`config.mk`:
```
export PLATFORM = sky130hd
export DESIGN_NAME = mem_arbiter_flat
export DESIGN_NICKNAME = d
export VERILOG_FILES = /design/src/rtl/mem_arbiter_if.sv /design/src/rtl/mem_arbiter.sv /design/src/flat_wrapper.sv
export SDC_FILE = /design/constraint.sdc
export NUM_CORES = 1
export LEC_CHECK = 0
export CAP_MARGIN = 20
export CORE_AREA = 10 10 89 75
export DETAILED_ROUTE_END_ITERATION = 6
export DIE_AREA = 0 0 99 85
export PLACE_DENSITY = 0.91
export SLEW_MARGIN = 30
export SYNTH_ARGS = -nofsm -noshare
export SYNTH_HDL_FRONTEND = slang
export SYNTH_SLANG_ARGS = --single-unit
```
`constraint.sdc`:
```
create_clock -name clk -period 2.8 [get_ports clk]
set_input_delay 0.42 -clock clk [delete_from_list [all_inputs] [get_ports clk]]
set_output_delay 0.42 -clock clk [all_outputs]
set_load 0.005 [all_outputs]
```
`src/rtl/mem_arbiter_if.sv`:
```
// -----------------------------------------------------------------------------
// mem_arbiter_if
// Bundles the signals between the two requesters, the arbiter and the
// synchronous data memory.
//   Requester side : reqN, weN, lockN, addrN, wdataN (N = 0 datapath LD/ST,
//                    N = 1 debug/loader) in; gntN, rvalidN, rdata out.
//   Memory side    : mem_en, mem_we, mem_addr, mem_wdata out; mem_rdata in.
//   Status         : busy out.
// Modports:
//   slave  - the arbiter's view (requests and mem_rdata in, grants and
//            memory strobes out).
//   master - the environment's view (requesters plus memory).
// -----------------------------------------------------------------------------
interface mem_arbiter_if #(
   parameter int ADDR_W = 16,
   parameter int DATA_W = 16
);
   logic              req0;
   logic              we0;
   logic              lock0;
   logic [ADDR_W-1:0] addr0;
   logic [DATA_W-1:0] wdata0;

   logic              req1;
   logic              we1;
   logic              lock1;
   logic [ADDR_W-1:0] addr1;
   logic [DATA_W-1:0] wdata1;

   logic              gnt0;
   logic              gnt1;
   logic              rvalid0;
   logic              rvalid1;
   logic [DATA_W-1:0] rdata;

   logic              mem_en;
   logic              mem_we;
   logic [ADDR_W-1:0] mem_addr;
   logic [DATA_W-1:0] mem_wdata;
   logic [DATA_W-1:0] mem_rdata;

   logic              busy;

   modport slave (
      input  req0, we0, lock0, addr0, wdata0,
      input  req1, we1, lock1, addr1, wdata1,
      input  mem_rdata,
      output gnt0, gnt1, rvalid0, rvalid1, rdata,
      output mem_en, mem_we, mem_addr, mem_wdata,
      output busy
   );

   modport master (
      output req0, we0, lock0, addr0, wdata0,
      output req1, we1, lock1, addr1, wdata1,
      output mem_rdata,
      input  gnt0, gnt1, rvalid0, rvalid1, rdata,
      input  mem_en, mem_we, mem_addr, mem_wdata,
      input  busy
   );
endinterface

```
`src/rtl/mem_arbiter.sv`:
```
// -----------------------------------------------------------------------------
// mem_arbiter
// Two-requester arbiter in front of a single-port synchronous data memory.
// Requester 0 is the datapath load/store unit, requester 1 the debug/loader.
// An ownership starts in IDLE (round-robin on a tie), issues one beat per
// GRANT cycle, spends one RESP cycle on reads, and may continue for up to
// MAX_BURST beats while the owner keeps lock and req asserted.
//
// Parameters: ADDR_W (word address width), DATA_W (data width),
//             MAX_BURST (beats per locked ownership, 2..15).
// Ports:
//   clk  - clock, all state changes on its rising edge
//   rst  - asynchronous active-high reset
//   bus  - mem_arbiter_if.slave: requester handshakes, read return path,
//          memory strobes and busy flag
// -----------------------------------------------------------------------------
module mem_arbiter #(
   parameter int ADDR_W    = 16,
   parameter int DATA_W    = 16,
   parameter int MAX_BURST = 4
) (
   input  logic         clk,
   input  logic         rst,
   mem_arbiter_if.slave bus
);
   localparam logic [1:0] IDLE  = 2'd0;
   localparam logic [1:0] GRANT = 2'd1;
   localparam logic [1:0] RESP  = 2'd2;

   localparam logic [3:0] BURST_LIMIT = 4'(MAX_BURST);

   logic [1:0]        state_reg, state_next;
   logic              owner_reg, owner_next;
   logic              last_owner_reg, last_owner_next;
   logic [3:0]        beat_count_reg, beat_count_next;
   logic [DATA_W-1:0] rdata_hold_reg;

   logic              own_req;
   logic              own_we;
   logic              own_lock;
   logic [ADDR_W-1:0] own_addr;
   logic [DATA_W-1:0] own_wdata;
   logic              burst_ok;
   logic              winner;
   logic              in_grant;
   logic              in_resp;
   logic [3:0]        beat_inc;

   // Current owner's request fields, muxed straight from the inputs
   assign own_req   = owner_reg ? bus.req1   : bus.req0;
   assign own_we    = owner_reg ? bus.we1    : bus.we0;
   assign own_lock  = owner_reg ? bus.lock1  : bus.lock0;
   assign own_addr  = owner_reg ? bus.addr1  : bus.addr0;
   assign own_wdata = owner_reg ? bus.wdata1 : bus.wdata0;

   // Owner may take another beat only while it still asks for it and the
   // ownership has not used up its beat allowance.
   assign burst_ok = own_lock & own_req & (beat_count_reg < BURST_LIMIT);

   // Saturating beat counter increment
   assign beat_inc = (beat_count_reg == 4'hF) ? beat_count_reg : beat_count_reg + 4'd1;

   // Lone requester wins; on a tie the one that did not own last time wins
   assign winner = (bus.req0 & bus.req1) ? ~last_owner_reg : bus.req1;

   always_comb begin
      state_next      = state_reg;
      owner_next      = owner_reg;
      last_owner_next = last_owner_reg;
      beat_count_next = beat_count_reg;
      case (state_reg)
         IDLE: begin
            if (bus.req0 | bus.req1) begin
               owner_next      = winner;
               last_owner_next = winner;
               beat_count_next = 4'd1;
               state_next      = GRANT;
            end
         end
         GRANT: begin
            if (!own_we) begin
               state_next = RESP;
            end else if (burst_ok) begin
               beat_count_next = beat_inc;
               state_next      = GRANT;
            end else begin
               state_next = IDLE;
            end
         end
         RESP: begin
            // A dropped req here fails burst_ok, so the burst ends
            if (burst_ok) begin
               beat_count_next = beat_inc;
               state_next      = GRANT;
            end else begin
               state_next = IDLE;
            end
         end
         default: state_next = IDLE;
      endcase
   end

   always_ff @(posedge clk or posedge rst) begin
      if (rst) begin
         state_reg      <= IDLE;
         owner_reg      <= 1'b0;
         last_owner_reg <= 1'b1;
         beat_count_reg <= 4'd0;
      end else begin
         state_reg      <= state_next;
         owner_reg      <= owner_next;
         last_owner_reg <= last_owner_next;
         beat_count_reg <= beat_count_next;
      end
   end

   // The memory registers the read word at the end of GRANT, so mem_rdata is
   // already a registered value during RESP. It is passed through in RESP and
   // captured here so rdata keeps the last result afterwards.
   always_ff @(posedge clk or posedge rst) begin
      if (rst) begin
         rdata_hold_reg <= '0;
      end else if (state_reg == RESP) begin
         rdata_hold_reg <= bus.mem_rdata;
      end
   end

   assign in_grant = (state_reg == GRANT);
   assign in_resp  = (state_reg == RESP);

   // Outputs decode from state, so an asynchronous reset clears them at once
   assign bus.gnt0      = in_grant & ~owner_reg;
   assign bus.gnt1      = in_grant &  owner_reg;
   assign bus.rvalid0   = in_resp  & ~owner_reg;
   assign bus.rvalid1   = in_resp  &  owner_reg;
   assign bus.mem_en    = in_grant;
   assign bus.mem_we    = in_grant & own_we;
   assign bus.mem_addr  = in_grant ? own_addr  : '0;
   assign bus.mem_wdata = in_grant ? own_wdata : '0;
   assign bus.rdata     = in_resp  ? bus.mem_rdata : rdata_hold_reg;
   assign bus.busy      = (state_reg != IDLE);
endmodule

```
`src/flat_wrapper.sv`:
```
// flat-port wrapper written by rule: the top's interface ports become plain ports
module mem_arbiter_flat 
#(
   parameter int ADDR_W    = 16,
   parameter int DATA_W    = 16,
   parameter int MAX_BURST = 4
)
  (clk, rst, bus_req0, bus_we0, bus_lock0, bus_addr0, bus_wdata0, bus_req1, bus_we1, bus_lock1, bus_addr1, bus_wdata1, bus_mem_rdata, bus_gnt0, bus_gnt1, bus_rvalid0, bus_rvalid1, bus_rdata, bus_mem_en, bus_mem_we, bus_mem_addr, bus_mem_wdata, bus_busy);
  mem_arbiter_if #(.ADDR_W(ADDR_W), .DATA_W(DATA_W)) bus_i ();
  input  logic clk;
  input  logic rst;
  input wire logic [$bits(bus_i.req0)-1:0] bus_req0;
  input wire logic [$bits(bus_i.we0)-1:0] bus_we0;
  input wire logic [$bits(bus_i.lock0)-1:0] bus_lock0;
  input wire logic [$bits(bus_i.addr0)-1:0] bus_addr0;
  input wire logic [$bits(bus_i.wdata0)-1:0] bus_wdata0;
  input wire logic [$bits(bus_i.req1)-1:0] bus_req1;
  input wire logic [$bits(bus_i.we1)-1:0] bus_we1;
  input wire logic [$bits(bus_i.lock1)-1:0] bus_lock1;
  input wire logic [$bits(bus_i.addr1)-1:0] bus_addr1;
  input wire logic [$bits(bus_i.wdata1)-1:0] bus_wdata1;
  input wire logic [$bits(bus_i.mem_rdata)-1:0] bus_mem_rdata;
  output wire logic [$bits(bus_i.gnt0)-1:0] bus_gnt0;
  output wire logic [$bits(bus_i.gnt1)-1:0] bus_gnt1;
  output wire logic [$bits(bus_i.rvalid0)-1:0] bus_rvalid0;
  output wire logic [$bits(bus_i.rvalid1)-1:0] bus_rvalid1;
  output wire logic [$bits(bus_i.rdata)-1:0] bus_rdata;
  output wire logic [$bits(bus_i.mem_en)-1:0] bus_mem_en;
  output wire logic [$bits(bus_i.mem_we)-1:0] bus_mem_we;
  output wire logic [$bits(bus_i.mem_addr)-1:0] bus_mem_addr;
  output wire logic [$bits(bus_i.mem_wdata)-1:0] bus_mem_wdata;
  output wire logic [$bits(bus_i.busy)-1:0] bus_busy;
  assign bus_i.req0 = bus_req0;
  assign bus_i.we0 = bus_we0;
  assign bus_i.lock0 = bus_lock0;
  assign bus_i.addr0 = bus_addr0;
  assign bus_i.wdata0 = bus_wdata0;
  assign bus_i.req1 = bus_req1;
  assign bus_i.we1 = bus_we1;
  assign bus_i.lock1 = bus_lock1;
  assign bus_i.addr1 = bus_addr1;
  assign bus_i.wdata1 = bus_wdata1;
  assign bus_i.mem_rdata = bus_mem_rdata;
  assign bus_gnt0 = bus_i.gnt0;
  assign bus_gnt1 = bus_i.gnt1;
  assign bus_rvalid0 = bus_i.rvalid0;
  assign bus_rvalid1 = bus_i.rvalid1;
  assign bus_rdata = bus_i.rdata;
  assign bus_mem_en = bus_i.mem_en;
  assign bus_mem_we = bus_i.mem_we;
  assign bus_mem_addr = bus_i.mem_addr;
  assign bus_mem_wdata = bus_i.mem_wdata;
  assign bus_busy = bus_i.busy;
  mem_arbiter #(.ADDR_W(ADDR_W), .DATA_W(DATA_W), .MAX_BURST(MAX_BURST)) u_core (.clk(clk), .rst(rst), .bus(bus_i));
endmodule
```
==> Flow_metrics.wiki <==
{| class="wikitable"
! Metric !! Value
|-
| Run status || complete, no violations
|-
| Syn Nets || 252
|-
| Mapped Cells || 159
|-
| Wire length of the first global-routing pass || 9.97 mm
|-
| Hold WC Path Type || in -> async
|-
| Highest Clock Rate || 0.385 GHz
|-
| Detail-routed net length per standard cell || 18.0 um
|-
| Minimum setup slack among reg-to-reg paths || 1120 ps
|-
| Count of antenna-violating nets left after detailed routing || 0
|-
| Clock sink count || 24
|-
| Min Tclk post-route || 2590 ps
|-
| RR Startpoint || u_core.owner_reg
|-
| CTS tree || built
|-
| Ant diodes || 0
|-
| Clk slew on worst S/H paths || 80 ps
|-
| CTS root buf || clkbuf_8
|-
| Starting Density || 33.9%
|-
| Full die area || 8420 sq um
|-
| Number of top-level pins || 143
|-
| Cell area power density || 893 nW/um^2
|-
| Detailed Route WL || 6.49 mm
|-
| Gr usage total || 14.4%
|-
| Sequential share of power || 21.0%
|-
| Max FFs per register || 16
|-
| Largest cells by area after synthesis || dfrtp_1 35%, mux2i_1 20%, nor2b_1 14%
|-
| Worst-Skew Late Latency || 270 ps
|-
| Setup repair after global routing missed its margin || false
|-
| Syn Std Cell Area || 1670 sq um
|-
| Actual slew at the worst max-slew pin || 518 ps
|-
| Final number of setup-violating endpoints || 0
|-
| Area of the placeable core || 4920 sq um
|-
| Logic pwr share || 70.8%
|-
| Type of the setup path with the least slack || reg -> out
|-
| Number of DRC violations after detailed-routing iteration 0 || 59
|-
| Reg2reg end || u_core.beat_count_reg[1]
|-
| GP Congestion || 0.756
|-
| Number of placement rows || 23
|-
| Arrival time of the worst setup path || 2170 ps
|-
| Yosys warning total || 0
|-
| Final global-route overflow total || 0
|-
| Count of filler cells inserted in the layout || 406
|-
| Antenna violations before repair || 0
|-
| Proportion of layout cells with a drive suffix above 1 || 4.03%
|-
| Type of destination of the critical path || output port
|-
| Max-slew violation count || 0
|-
| Share of the synthesized area in the top cell type || 34.5%
|-
| Most area-hungry cell type in the Yosys netlist || dfrtp_1
|-
| Required time of the critical path || 2380 ps
|-
| Switching part of the total || 34.1%
|-
| Width of the chip || 99 um
|-
| Max H-tree Level || 1
|-
| Avg Vias per Cell || 4.63
|-
| Overall power consumption || 2890 uW
|-
| Post-cts repair resize count || 0
|-
| Vias after detailed routing || 1668
|-
| Detailed-router iteration count before antenna repair || 4
|-
| Die Ht || 85 um
|-
| Maximum number of pins on one net before global-route repair || 36
|-
| Area growth from synthesis to layout || 94.1%
|-
| Worst clock skew || 3.83 ps
|-
| Setup TNS after final layout || 0 ps
|-
| Cells on worst reg2reg path || 4
|-
| CTS Hold Bufs || 0
|-
| Sequential-to-total area share from yosys stat || 36.1%
|-
| Largest driver fanout on the critical path || 12
|-
| Clock share of power || 8.2%
|-
| Final cycle utilization of the critical path || 92.6%
|-
| Number of max-cap violations || 0
|-
| Number of hold violations in the final report || 0
|-
| Buffer depth of the longest clock path || 2
|-
| Cell internal pwr || 1910 uW
|-
| Startpoint kind of the worst setup timing path || flip-flop
|-
| Final layout net count || 392
|-
| Number of register bits inferred by synthesis || 24
|-
| Slew margin rel. || 65.4%
|-
| DRC || 0
|-
| Post-synthesis cell type count || 26
|-
| Number of CTS-inserted buffers || 3
|-
| Worst IR drop on VDD || 0.847 mV
|-
| Static Leak || 0.00134 uW
|-
| Average cell area after synthesis || 10.5 sq um
|-
| Number of buffers inserted to repair setup after CTS || 0
|-
| Net switching power of the design || 986 uW
|-
| Via count of the first global-routing pass || 1835
|-
| Number of I/O port buffers || 142
|-
| DPL Wire Length || 5.58 mm
|}
[per-stage QoR]
stage          utilization, %  cells  instance area [sq um]  hold slack (ps)  setup slack [ps]
2_1_floorplan               -    159                   1670              434              1010
3_5_place_dp             64.7    356                   3180              471               475
4_1_cts                  65.8    360                   3240              489               168
3_3_place_gp             64.7    356                   3180              464               537
5_1_grt                  65.8    360                   3240              501              71.4
6_report                 65.8    360                   3240              474               206
[worst max-delay path, stage by stage, from the launching register on]
cell and delay (ps):
dfrtp_1 420, inv_1 100, ha_1 380, buf_12 190, mux2_1 350, clkdlybuf4s50_1 460
[cell type report]
| cell class | instances | area (sq um) | area share, % |
|---|---|---|---|
| Inverter | 5 | 18.8 | 0.580 |
| Timing Repair Buffer | 146 | 1490 | 46.0 |
| Clock buffer | 4 | 55.1 | 1.70 |
| Multi-Input combinational cell | 119 | 993 | 30.7 |
| Tap cell | 62 | 77.6 | 2.40 |
| Sequential cell | 24 | 603 | 18.6 |
[synthesized netlist by cell type]
library cell  number
nand2_1            4
o21ai_1            2
buf_2              4
nand3_1            2
dfstp_2            1
a32o_1             1
a21oi_1            2
o22ai_1            3
mux2_1            16
buf_4              2
nor2_1             3
a221oi_4           1
nor2b_1           37
inv_1              5
a21o_1             1
dfrtp_1           23
mux2i_1           33
a31oi_1            2
clkbuf_1           5
a41o_1             1
a41oi_1            1
nand2b_1           1
a211oi_2           1
ha_1               5
and2_1             2
nand3b_1           1
[per-layer routing]
layer / global-route usage, % / routed length (um) / part of all wire [%] / up-vias
met5: 0 / 0 / 0 / -
met4: 1.56 / 18 / 0.28 / 0
met3: 5.67 / 560 / 8.6 / 3
met2: 28.0 / 3540 / 55 / 66
met1: 14.5 / 2370 / 36 / 768
li1: - / - / - / 831
[worst max-delay path by stage]
stage               endpoint                start  slack [ps]  cells past startpoint
2_1_floorplan  bus_rdata[10]  u_core.state_reg[0]        1010                      5
3_3_place_gp    bus_rdata[4]  u_core.state_reg[0]         540                      5
3_5_place_dp    bus_rdata[4]  u_core.state_reg[0]         480                      5
4_1_cts         bus_rdata[4]  u_core.state_reg[0]         170                      5
5_1_grt         bus_rdata[4]  u_core.state_reg[0]          70                      5
6_report       bus_rdata[15]  u_core.state_reg[0]         210                      5
[power groups by stage]
stage                     clock network, uW  logic (uW)  registers (uW)
after global routing                    254        2220             624
after CTS                               244        2080             607
final                                   237        2050             606
after global placement                    0        2030             604
after floorplan                           0         988             559
after detailed placement                  0        2070             614
[placed cells by master, fill, tap and decap left out]
cell type and n:
a211oi_2 1, a21o_1 1, a21oi_1 2, a221oi_4 1
a31oi_1 2, a32o_1 1, a41o_1 1, a41oi_1 1
and2_1 2, buf_12 3, buf_4 1, clkbuf_8 4
clkdlybuf4s50_1 142, dfrtp_1 22, dfrtp_2 1, dfstp_2 1
ha_1 5, inv_1 5, mux2_1 16, mux2i_1 33
nand2_1 4, nand2b_1 1, nand3_1 2, nand3b_1 1
nor2_1 3, nor2b_1 37, o21ai_1 2, o22ai_1 3
[kinds of logic (layout without fill, tap and decap cells)]
family	Yosys count	in the layout	share of synthesized area (%)
buf+inv	16	155	4.35
fa+ha+maj	5	5	3.75
flops	24	24	36.1
mux	49	49	30.6
simple gates	50	50	17.6
compound gates	15	15	7.58
(Power assumes the default switching activity.)
